`src/rtl/interp_seq_ctrl_if.sv`:
```
// Operand/result bundle between interp_seq_ctrl (slave side) and its
// upstream request source plus the mux_add1_b operand selector (master side).
interface interp_seq_ctrl_if #(
    parameter int IN_WIDTH  = 17,
    parameter int OUT_WIDTH = 19
);
    logic                        start;
    logic signed [IN_WIDTH-1:0]  E1_in;
    logic signed [IN_WIDTH-1:0]  E3_in;
    logic signed [IN_WIDTH-1:0]  E4_in;
    logic signed [OUT_WIDTH-1:0] add1_b;

    logic [2:0]                  sel;
    logic signed [IN_WIDTH-1:0]  E1;
    logic signed [IN_WIDTH-1:0]  E3;
    logic signed [IN_WIDTH-1:0]  E4;
    logic signed [IN_WIDTH:0]    reg_2E;
    logic signed [OUT_WIDTH-1:0] reg_5E;
    logic                        busy;
    logic signed [OUT_WIDTH-1:0] h_out;
    logic                        h_valid;
    logic [1:0]                  h_idx;
    logic                        done;

    modport slave (
        input  start, E1_in, E3_in, E4_in, add1_b,
        output sel, E1, E3, E4, reg_2E, reg_5E, busy, h_out, h_valid, h_idx, done
    );

    modport master (
        output start, E1_in, E3_in, E4_in, add1_b,
        input  sel, E1, E3, E4, reg_2E, reg_5E, busy, h_out, h_valid, h_idx, done
    );
endinterface

```
`src/rtl/interp_seq_ctrl.sv`:
```
// Interpolation sequencer: latches E1/E3/E4, walks a 9-step select program and
// accumulates mux_add1_b operands into H0..H2. `INTERP_SOFT_CLR_EN adds clr.
module interp_seq_ctrl #(
    parameter int IN_WIDTH  = 17,
    parameter int OUT_WIDTH = 19
) (
    input  logic clk,
    input  logic rst,
`ifdef INTERP_SOFT_CLR_EN
    input  logic clr,
`endif
    interp_seq_ctrl_if.slave bus
);
    typedef enum logic [3:0] {
        IDLE, S1, S2, S3, S4, S5, S6, S7, S8, S9
    } state_e;

    state_e                      state_q, state_d;
    logic signed [IN_WIDTH-1:0]  e1_q, e1_d, e3_q, e3_d, e4_q, e4_d;
    logic signed [IN_WIDTH:0]    reg2e_q, reg2e_d, e3x2;
    logic signed [OUT_WIDTH-1:0] reg5e_q, reg5e_d, e3_ext;
    logic signed [OUT_WIDTH-1:0] acc_q, acc_d, hout_q, hout_d, sum;
    logic [1:0]                  hidx_q, hidx_d;
    logic                        hval_q, hval_d, done_q, done_d, busy_q, busy_d;
    logic                        clr_w;
    logic [2:0]                  sel;

`ifdef INTERP_SOFT_CLR_EN
    assign clr_w = clr;
`else
    assign clr_w = 1'b0;
`endif

    assign e3_ext = OUT_WIDTH'(bus.E3_in);
    assign e3x2   = {bus.E3_in, 1'b0};
    assign sum    = acc_q + bus.add1_b;

    always_comb begin
        sel = 3'b111;
        case (state_q)
            S1, S6:  sel = 3'b110;
            S2, S8:  sel = 3'b011;
            S3, S9:  sel = 3'b000;
            S4:      sel = 3'b010;
            S5:      sel = 3'b100;
            S7:      sel = 3'b001;
            default: sel = 3'b111;
        endcase
    end

    always_comb begin
        state_d = state_q;
        e1_d    = e1_q;
        e3_d    = e3_q;
        e4_d    = e4_q;
        reg2e_d = reg2e_q;
        reg5e_d = reg5e_q;
        acc_d   = acc_q;
        hout_d  = hout_q;
        hidx_d  = hidx_q;
        hval_d  = 1'b0;
        done_d  = 1'b0;
        busy_d  = busy_q;
        if (clr_w) begin
            state_d = IDLE;
            acc_d   = '0;
            busy_d  = 1'b0;
        end else begin
            case (state_q)
                IDLE: begin
                    if (bus.start) begin
                        e1_d    = bus.E1_in;
                        e3_d    = bus.E3_in;
                        e4_d    = bus.E4_in;
                        reg2e_d = -e3x2;
                        reg5e_d = (e3_ext <<< 2) + e3_ext;
                        busy_d  = 1'b1;
                        state_d = S1;
                    end
                end
                S1: begin acc_d = bus.add1_b; state_d = S2; end
                S2: begin acc_d = sum;        state_d = S3; end
                S4: begin acc_d = bus.add1_b; state_d = S5; end
                S5: begin acc_d = sum;        state_d = S6; end
                S7: begin acc_d = bus.add1_b; state_d = S8; end
                S8: begin acc_d = sum;        state_d = S9; end
                // Group ends publish acc + the final operand directly.
                S3, S6, S9: begin
                    acc_d  = sum;
                    hout_d = sum;
                    hval_d = 1'b1;
                    if (state_q == S3) begin
                        hidx_d  = 2'd0;
                        state_d = S4;
                    end else if (state_q == S6) begin
                        hidx_d  = 2'd1;
                        state_d = S7;
                    end else begin
                        hidx_d  = 2'd2;
                        done_d  = 1'b1;
                        busy_d  = 1'b0;
                        state_d = IDLE;
                    end
                end
                default: begin
                    state_d = IDLE;
                    busy_d  = 1'b0;
                end
            endcase
        end
    end

    always_ff @(posedge clk or posedge rst) begin
        if (rst) begin
            state_q <= IDLE;
            e1_q    <= '0;
            e3_q    <= '0;
            e4_q    <= '0;
            reg2e_q <= '0;
            reg5e_q <= '0;
            acc_q   <= '0;
            hout_q  <= '0;
            hidx_q  <= '0;
            hval_q  <= 1'b0;
            done_q  <= 1'b0;
            busy_q  <= 1'b0;
        end else begin
            state_q <= state_d;
            e1_q    <= e1_d;
            e3_q    <= e3_d;
            e4_q    <= e4_d;
            reg2e_q <= reg2e_d;
            reg5e_q <= reg5e_d;
            acc_q   <= acc_d;
            hout_q  <= hout_d;
            hidx_q  <= hidx_d;
            hval_q  <= hval_d;
            done_q  <= done_d;
            busy_q  <= busy_d;
        end
    end

    assign bus.sel     = sel;
    assign bus.E1      = e1_q;
    assign bus.E3      = e3_q;
    assign bus.E4      = e4_q;
    assign bus.reg_2E  = reg2e_q;
    assign bus.reg_5E  = reg5e_q;
    assign bus.busy    = busy_q;
    assign bus.h_out   = hout_q;
    assign bus.h_valid = hval_q;
    assign bus.h_idx   = hidx_q;
    assign bus.done    = done_q;
endmodule

```
`src/flat_wrapper.sv`:
```
// flat-port wrapper written by rule: the top's interface ports become plain ports
module interp_seq_ctrl_flat 
#(
    parameter int IN_WIDTH  = 17,
    parameter int OUT_WIDTH = 19
)
  (clk, rst, bus_start, bus_E1_in, bus_E3_in, bus_E4_in, bus_add1_b, bus_sel, bus_E1, bus_E3, bus_E4, bus_reg_2E, bus_reg_5E, bus_busy, bus_h_out, bus_h_valid, bus_h_idx, bus_done);
  interp_seq_ctrl_if #(.IN_WIDTH(IN_WIDTH), .OUT_WIDTH(OUT_WIDTH)) bus_i ();
  input  logic clk;
  input  logic rst;
  input wire logic [$bits(bus_i.start)-1:0] bus_start;
  input wire logic [$bits(bus_i.E1_in)-1:0] bus_E1_in;
  input wire logic [$bits(bus_i.E3_in)-1:0] bus_E3_in;
  input wire logic [$bits(bus_i.E4_in)-1:0] bus_E4_in;
  input wire logic [$bits(bus_i.add1_b)-1:0] bus_add1_b;
  output wire logic [$bits(bus_i.sel)-1:0] bus_sel;
  output wire logic [$bits(bus_i.E1)-1:0] bus_E1;
  output wire logic [$bits(bus_i.E3)-1:0] bus_E3;
  output wire logic [$bits(bus_i.E4)-1:0] bus_E4;
  output wire logic [$bits(bus_i.reg_2E)-1:0] bus_reg_2E;
  output wire logic [$bits(bus_i.reg_5E)-1:0] bus_reg_5E;
  output wire logic [$bits(bus_i.busy)-1:0] bus_busy;
  output wire logic [$bits(bus_i.h_out)-1:0] bus_h_out;
  output wire logic [$bits(bus_i.h_valid)-1:0] bus_h_valid;
  output wire logic [$bits(bus_i.h_idx)-1:0] bus_h_idx;
  output wire logic [$bits(bus_i.done)-1:0] bus_done;
  assign bus_i.start = bus_start;
  assign bus_i.E1_in = bus_E1_in;
  assign bus_i.E3_in = bus_E3_in;
  assign bus_i.E4_in = bus_E4_in;
  assign bus_i.add1_b = bus_add1_b;
  assign bus_sel = bus_i.sel;
  assign bus_E1 = bus_i.E1;
  assign bus_E3 = bus_i.E3;
  assign bus_E4 = bus_i.E4;
  assign bus_reg_2E = bus_i.reg_2E;
  assign bus_reg_5E = bus_i.reg_5E;
  assign bus_busy = bus_i.busy;
  assign bus_h_out = bus_i.h_out;
  assign bus_h_valid = bus_i.h_valid;
  assign bus_h_idx = bus_i.h_idx;
  assign bus_done = bus_i.done;
  interp_seq_ctrl #(.IN_WIDTH(IN_WIDTH), .OUT_WIDTH(OUT_WIDTH)) u_core (.clk(clk), .rst(rst), .bus(bus_i));
endmodule
```
`config.mk`:
```
export PLATFORM = sky130hd
export DESIGN_NAME = interp_seq_ctrl_flat
export DESIGN_NICKNAME = d
export VERILOG_FILES = /design/src/rtl/interp_seq_ctrl_if.sv /design/src/rtl/interp_seq_ctrl.sv /design/src/flat_wrapper.sv
export SDC_FILE = /design/constraint.sdc
export NUM_CORES = 1
export LEC_CHECK = 0
export ABC_AREA = 1
export BUFFER_PORTS_ARGS = -buffer_cell sky130_fd_sc_hd__buf_2
export CAP_MARGIN = 0
export CORE_MARGIN = 1.5
export CORE_UTILIZATION = 38
export CTS_CLUSTER_SIZE = 8
export DETAILED_ROUTE_END_ITERATION = 16
export PLACE_DENSITY = 0.63
export SYNTH_ARGS = -nofsm -noshare
export SYNTH_HDL_FRONTEND = slang
export SYNTH_SLANG_ARGS = --single-unit
```
`constraint.sdc`:
```
create_clock -name clk -period 4.43 [get_ports clk]
set_input_delay 0.2215 -clock clk [delete_from_list [all_inputs] [get_ports clk]]
set_output_delay 0.2215 -clock clk [all_outputs]
set_load 0.05 [all_outputs]
```
After elaboration in Yosys (flattened, before gate mapping)
Memory sizes are Yosys's and may differ from the RTL's.
Cells that the tools add are included.
Word-level totals
  memories kept: 1
  output and inout bits: 115
  register bits after elaboration: 135
  ROM bits: 48
  input port bits: 73
Cells by class
  reductions and logical operators: 8
  add/sub/neg operators: 3
  multiplexer cells: 15
  bitwise operators: 1
  eq/ne operators: 12
Memory list
  (no name shown): depth 16, bits a word 3, read ports 1, clocked after memory_dff 0, write ports 0, line interp_seq_ctrl.sv:40  | case (state_q)
Operators with widths (count)
  19-bit case mux with 2 select lines: 1
  4-bit case mux with 8 select lines: 1
  19-bit by 17-bit adder with 19-bit output: 1
  19-bit adder: 1
  18-bit negator: 1
  4-bit by 3-bit equality test with 1-bit output (second input constant): 4
  6-bit OR reduction: 2
  4-bit by 2-bit equality test with 1-bit output (second input constant): 2
  4-bit equality test (second input constant): 2
  4-bit 2-to-1 mux: 2
  1-bit 2-to-1 mux: 7
  2-bit != test (second input constant): 3
  3-bit OR reduction: 2
  4-bit by 1-bit equality test with 1-bit output (second input constant): 1
  4-bit zero test: 1
  2-bit 2-to-1 mux: 2
  4-bit AND reduction: 1
  3-bit 2-to-1 mux: 1
  1-bit case mux with 3 select lines: 1
  2-bit AND reduction: 1
  2-bit nonzero test: 1
  1-bit inverter: 1

Depth between registers and ports, before layout
  depth in word-level cells: 4
  depth in mapped cells: 14
  depth with buffers taken out: 14

Worst setup path after synthesis
Ideal clock, no wire load.
  kind: reg2reg
  start point: register u_core.acc_q[0]
  end point: register u_core.acc_q[16]
  data arrival time: 1670 ps
  buffers on the path: 0
  period minus slack after synthesis: 1783 ps
  slack: 2647 ps
  cell stages (with the launch flop): 14
  data required time: 4317 ps
  library setup time: 113 ps
  cells stage by stage: dfrtp_1 > ha_1 > inv_1 > fa_1 > inv_1 > nand3_1 > nand2_1 > nand3_1 > nand2_1 > nand3_1 > nand3_1 > nand3_1 > nand2_1 > inv_1
Between the ends
  word-level cells in the longest chain between the ends: 2
RTL lines
  start, declared: line interp_seq_ctrl.sv:22  | logic signed [OUT_WIDTH-1:0] acc_q, acc_d, hout_q, hout_d, sum;
  start signal, assigned: line interp_seq_ctrl.sv:121  | acc_q <= '0;
  start signal, assigned: line interp_seq_ctrl.sv:134  | acc_q <= acc_d;
  19-bit adder: line interp_seq_ctrl.sv:36  | assign sum = acc_q + bus.add1_b;
  19-bit case mux with 2 select lines: line interp_seq_ctrl.sv:69  | case (state_q)
Every way passes these cells.
A chain may end at the register's enable or synchronous reset.

Worst setup path in the final report
  start point: register u_core.state_q[0]
  end point: register u_core.reg2e_q[12], in the netlist u_core.bus.reg_2E[12]
Between the ends
  word-level cells in the longest chain between the ends: 2
RTL lines
  start, declared: line interp_seq_ctrl.sv:18  | state_e state_q, state_d;
  start signal, assigned: line interp_seq_ctrl.sv:128  | state_q <= state_d;
  4-bit zero test: line interp_seq_ctrl.sv:69
  2-bit AND reduction (no source line)
  end signal, assigned: line interp_seq_ctrl.sv:132  | reg2e_q <= reg2e_d;
  end, declared: line interp_seq_ctrl.sv:20  | logic signed [IN_WIDTH:0] reg2e_q, reg2e_d, e3x2;
Every way passes these cells.

==> impl_summary.txt <==
----------------------------------------------------
[Outcome]
  Run status ... finished, violations left
  Violations in the final reports ... negative hold slack

[Synth]
  Count of cell types in the netlist ... 40
  Multiplexer area fraction after synthesis ... 0
  Net count of the mapped netlist ... 1094
  Ranking of synthesized cells by area ... sky130_fd_sc_hd__dfrtp_1 44%, sky130_fd_sc_hd__nand2_1 19%, sky130_fd_sc_hd__ha_1 6.8%
  Synthesis warning total ... 0
  Post-synthesis instance area ... 0.00739 mm²
  Register area share after synthesis ... 0.444
  Combinational family with the most area after synthesis ... simple AND/OR/NAND/NOR gates
  Mean area per synthesized cell ... 7.55 µm²
  Top-area cell type share of the netlist area ... 0.444
  Area fraction in compound gates after synthesis ... 0.0892
  Post-synthesis share of cell area spent on xor and xnor gates ... 0.0225
  Post-synthesis share of cell area spent on full adders, half adders and majority gates ... 0.0731
  Post-synthesis cell count ... 979
  Simple-gate portion of the synthesized area ... 0.307
  Cell type contributing the most total cell area after synthesis ... sky130_fd_sc_hd__dfrtp_1
  Register bit total from synthesis ... 131

[STA]
  Final Hold Viols ... 36
  Maximum clock rate ... 391 MHz
  Final cycle utilization of the critical path ... 0.577
  Setup TNS ... 0 ns
  Final setup violation count ... 0
  Number of max-slew violations in the final report ... 0
  Slew @ Worst Pin ... 0.836 ns
  Worst rel slew slack ... 0.443
  Hold slack final ... -0.0300 ns
  Shortest period the worst path allows ... 2.56 ns
  Final setup skew ... 0.00976 ns
  Unrepaired setup endpoints after global routing ... no

[Routing]
  Met1 wire length ... 8.89 mm
  Number of routed nets with antenna violations ... 0
  Via count normalized by instance count ... 4.86
  Drt first-iter violations ... 464
  WL/cell ... 13.9 µm
  Number of detailed-routing iterations run before antenna repair ... 5
  Total vias in the final route ... 7027
  Wire length on met2 ... 9.59 mm
  Uppermost layer routed ... met4
  Sum of met3 wire segment lengths after detailed routing ... 1.15 mm
  DRC errors left ... 0
  Routed WL ... 20.1 mm

[Finish]
  Total number of nets in the final design ... 1288
  Non-filler instance count after layout ... 1446
  Signed area change from the synthesized netlist to the final layout ... 24.7%
  Fraction of final layout cells with drive strength greater than 1 ... 0.200
  Antenna Diode Count ... 0

[Clocking]
  Root buffer cell ... sky130_fd_sc_hd__clkbuf_16
  H-tree depth ... 4
  Buffer levels on the longest clock path ... 2
  Clock-pin slew reported for the worst setup and hold paths after clock tree synthesis ... 0.06 ns
  CTS Buf Count ... 17
  CTS tree ... done
  Clock sinks ... 131
  Clk Latency, worst-skew pair ... 0.41 ns

[Power and ir drop]
  P_leak ... 5.05 nW
  Maximum vdd drop ... 0.475 mV
  Power per unit of standard cell area ... 913 mW/mm²

[Floorplan]
  Starting utilization of the core area ... 0.391
  Number of top-level design ports ... 188
  Floorplan die width ... 142 µm
  Cell row count ... 50
  Core Area ... 0.0189 mm²
  Total die area ... 0.0203 mm²
  Chip Height ... 142 µm

[Critical path]
  Data required time of the critical path ... 4.78 ns
  Arrival @ worst endpoint ... 2.90 ns
  Start-to-end type of the worst setup path ... reg2reg
  Crit end category ... register
  Worst Path Max Fanout ... 56
  Cell with the biggest individual delay on the critical path ... sky130_fd_sc_hd__clkinv_2
  Most frequent cell on the critical path ... sky130_fd_sc_hd__nand3_1
  Worst stage delay on the critical path ... 0.55 ns
  Cell breakdown of the critical path ... inv_1, ha_1, nand2_1, nor2_4, clkinv_2, buf_4, nor2_1, nand3_1, nand3_1
  Type of element launching the critical path ... register

[Global routing]
  First-pass GRT wire length ... 33.2 mm
  Gr usage total ... 0.205
  Number of global-route vias before repair ... 6849
  Remaining Overflow, GRT ... 0
  Largest net degree at the start of global routing ... 92
  Initial antenna violation count ... 0

[Place]
  IO buf count ... 186
  Routability cong. ... 0.896
  Placed insts ... 1400
  Dpl hpwl ... 14.7 mm

[Hold path]
  Path type of the worst min-delay path ... in2async

[Job]
  Maximum capacitance violations ... 0

----------------------------------------------------
==> critical path, delay by kind of cell, from the launching register on <==
| kind | cells | cell delay [ns] |
|---|---|---|
| buffers and inverters | 3 | 1.20 |
| and+or+nand+nor | 5 | 0.59 |
| DFF | 1 | 0.43 |
| adders and majority gates | 1 | 0.23 |
==> where the power goes <==
group	switching (W)	internal [W]	leakage (nW)
logic	0.00373	0.00130	3.17
clock network	0.000546	0.000729	0.260
registers	0.000320	0.00179	1.61
==> through the flow <==
step	cell area [µm²]	hold slack (ns)	util	worst slack (ns)	total power [W]
2_1_floorplan	7390	0.338	-	0.711	0.00601
3_3_place_gp	8550	0.422	0.452	1.88	0.00711
3_5_place_dp	8550	0.426	0.452	1.85	0.00717
4_1_cts	9220	0.000224	0.488	1.86	0.00848
5_1_grt	9220	0.00687	0.488	1.61	0.00907
6_report	9220	-0.0300	0.488	1.87	0.00842
==> layout by cell type, fill, tap and decap left out, types with 3 or more instances in the layout <==
cell                            instances
sky130_fd_sc_hd__o211ai_1               9
sky130_fd_sc_hd__dlygate4sd3_1         14
sky130_fd_sc_hd__inv_2                  5
sky130_fd_sc_hd__nor2_1                65
sky130_fd_sc_hd__xor2_1                 9
sky130_fd_sc_hd__nor3_1                 6
sky130_fd_sc_hd__clkinv_4               4
sky130_fd_sc_hd__a21oi_1               38
sky130_fd_sc_hd__dfrtp_1              131
sky130_fd_sc_hd__nand3b_1               3
sky130_fd_sc_hd__clkinv_2               6
sky130_fd_sc_hd__buf_4                  5
sky130_fd_sc_hd__xnor2_1               10
sky130_fd_sc_hd__or2_2                  3
sky130_fd_sc_hd__nand3_1               85
sky130_fd_sc_hd__buf_2                186
sky130_fd_sc_hd__nand4_1                6
sky130_fd_sc_hd__clkbuf_16             17
sky130_fd_sc_hd__inv_1                 80
sky130_fd_sc_hd__ha_1                  40
sky130_fd_sc_hd__a31oi_1                6
sky130_fd_sc_hd__o21bai_1               3
sky130_fd_sc_hd__nand2_1              375
sky130_fd_sc_hd__o21a_1                 5
sky130_fd_sc_hd__o21ai_0               45
sky130_fd_sc_hd__nor2_4                 3
==> metal layers <==
| metal | up-vias | track usage |
|---|---|---|
| met5 | - | 0 |
| met1 | 3242 | 0.259 |
| met4 | 0 | 0.0754 |
| met3 | 35 | 0.0535 |
| li1 | 3547 | - |
| met2 | 203 | 0.338 |
==> final timing paths <==
path	from	end	slack (ns)	cells after the start
max in group asynchronous	rst	u_core.bus.h_out[0]	3.37	3
min in group clk	bus_E1_in[10]	u_core.bus.E1[10]	0.01	3
min reg2reg	u_core.bus.E1[16]	u_core.bus.E1[16]	0.46	2
max reg2reg	u_core.state_q[0]	u_core.bus.reg_2E[12]	1.87	9
max	u_core.state_q[0]	u_core.bus.reg_2E[12]	1.87	9
min	rst	u_core.bus.h_out[14]	-0.03	2
==> Yosys cell counts, drive strengths merged <==
| library cell | instances |
|---|---|
| o211ai | 9 |
| nand3 | 85 |
| dfrtp | 131 |
| nand3b | 3 |
| o21a | 5 |
| o21ai | 46 |
| buf | 17 |
| nor2 | 68 |
| and2 | 1 |
| a21oi | 38 |
| a22o | 2 |
| clkbuf | 13 |
| o31ai | 1 |
| nand4 | 6 |
| a21o | 1 |
| a211oi | 1 |
| conb | 1 |
| nor3 | 6 |
| nand2 | 378 |
| o221ai | 2 |
| or2 | 4 |
| ha | 40 |
| inv | 87 |
| nor4 | 2 |
| a31oi | 6 |
| a2bb2oi | 1 |
| xnor2 | 10 |
| xor2 | 9 |
| a22oi | 1 |
| o21bai | 3 |
| fa | 2 |
==> state kept, by name, indices dropped and copies added, names as in the netlist <==
| register | cells |
|---|---|
| u_core.bus.busy | 1 |
| u_core.bus.E3 | 15 |
| u_core.bus.h_idx | 2 |
| u_core.bus.E4 | 17 |
| u_core.bus.E1 | 17 |
| u_core.bus.h_out | 19 |
| u_core.acc_q | 19 |
| u_core.bus.reg_5E | 19 |
| u_core.bus.done | 1 |
| u_core.bus.reg_2E | 16 |
| u_core.state_q | 4 |
| u_core.bus.h_valid | 1 |
==> timing repair <==
action | 4_1_cts | 5_1_grt
gates resized for setup | 0 | 0
hold buffers | 14 | 0
setup buffers | 0 | 0
hold endpoints to repair | 14 | 0
==> kinds of logic after synthesis <==
| logic type | Yosys count |
|---|---|
| other cells | 1 |
| buf+inv | 117 |
| fa+ha+maj | 42 |
| flops | 131 |
| xor+xnor | 19 |
| simple gates | 553 |
| compound gates | 116 |
==> cell type report <==
class / count / area [µm²]
clock buffers: 20 / 447
flip-flops and latches: 131 / 3280
inverters: 87 / 333
repair buffers: 205 / 1110
well taps: 260 / 325
clock inverters: 12 / 83.8
multi-input cells: 731 / 3640
fillers: 1937 / 9670
(Power assumes the default switching activity.)
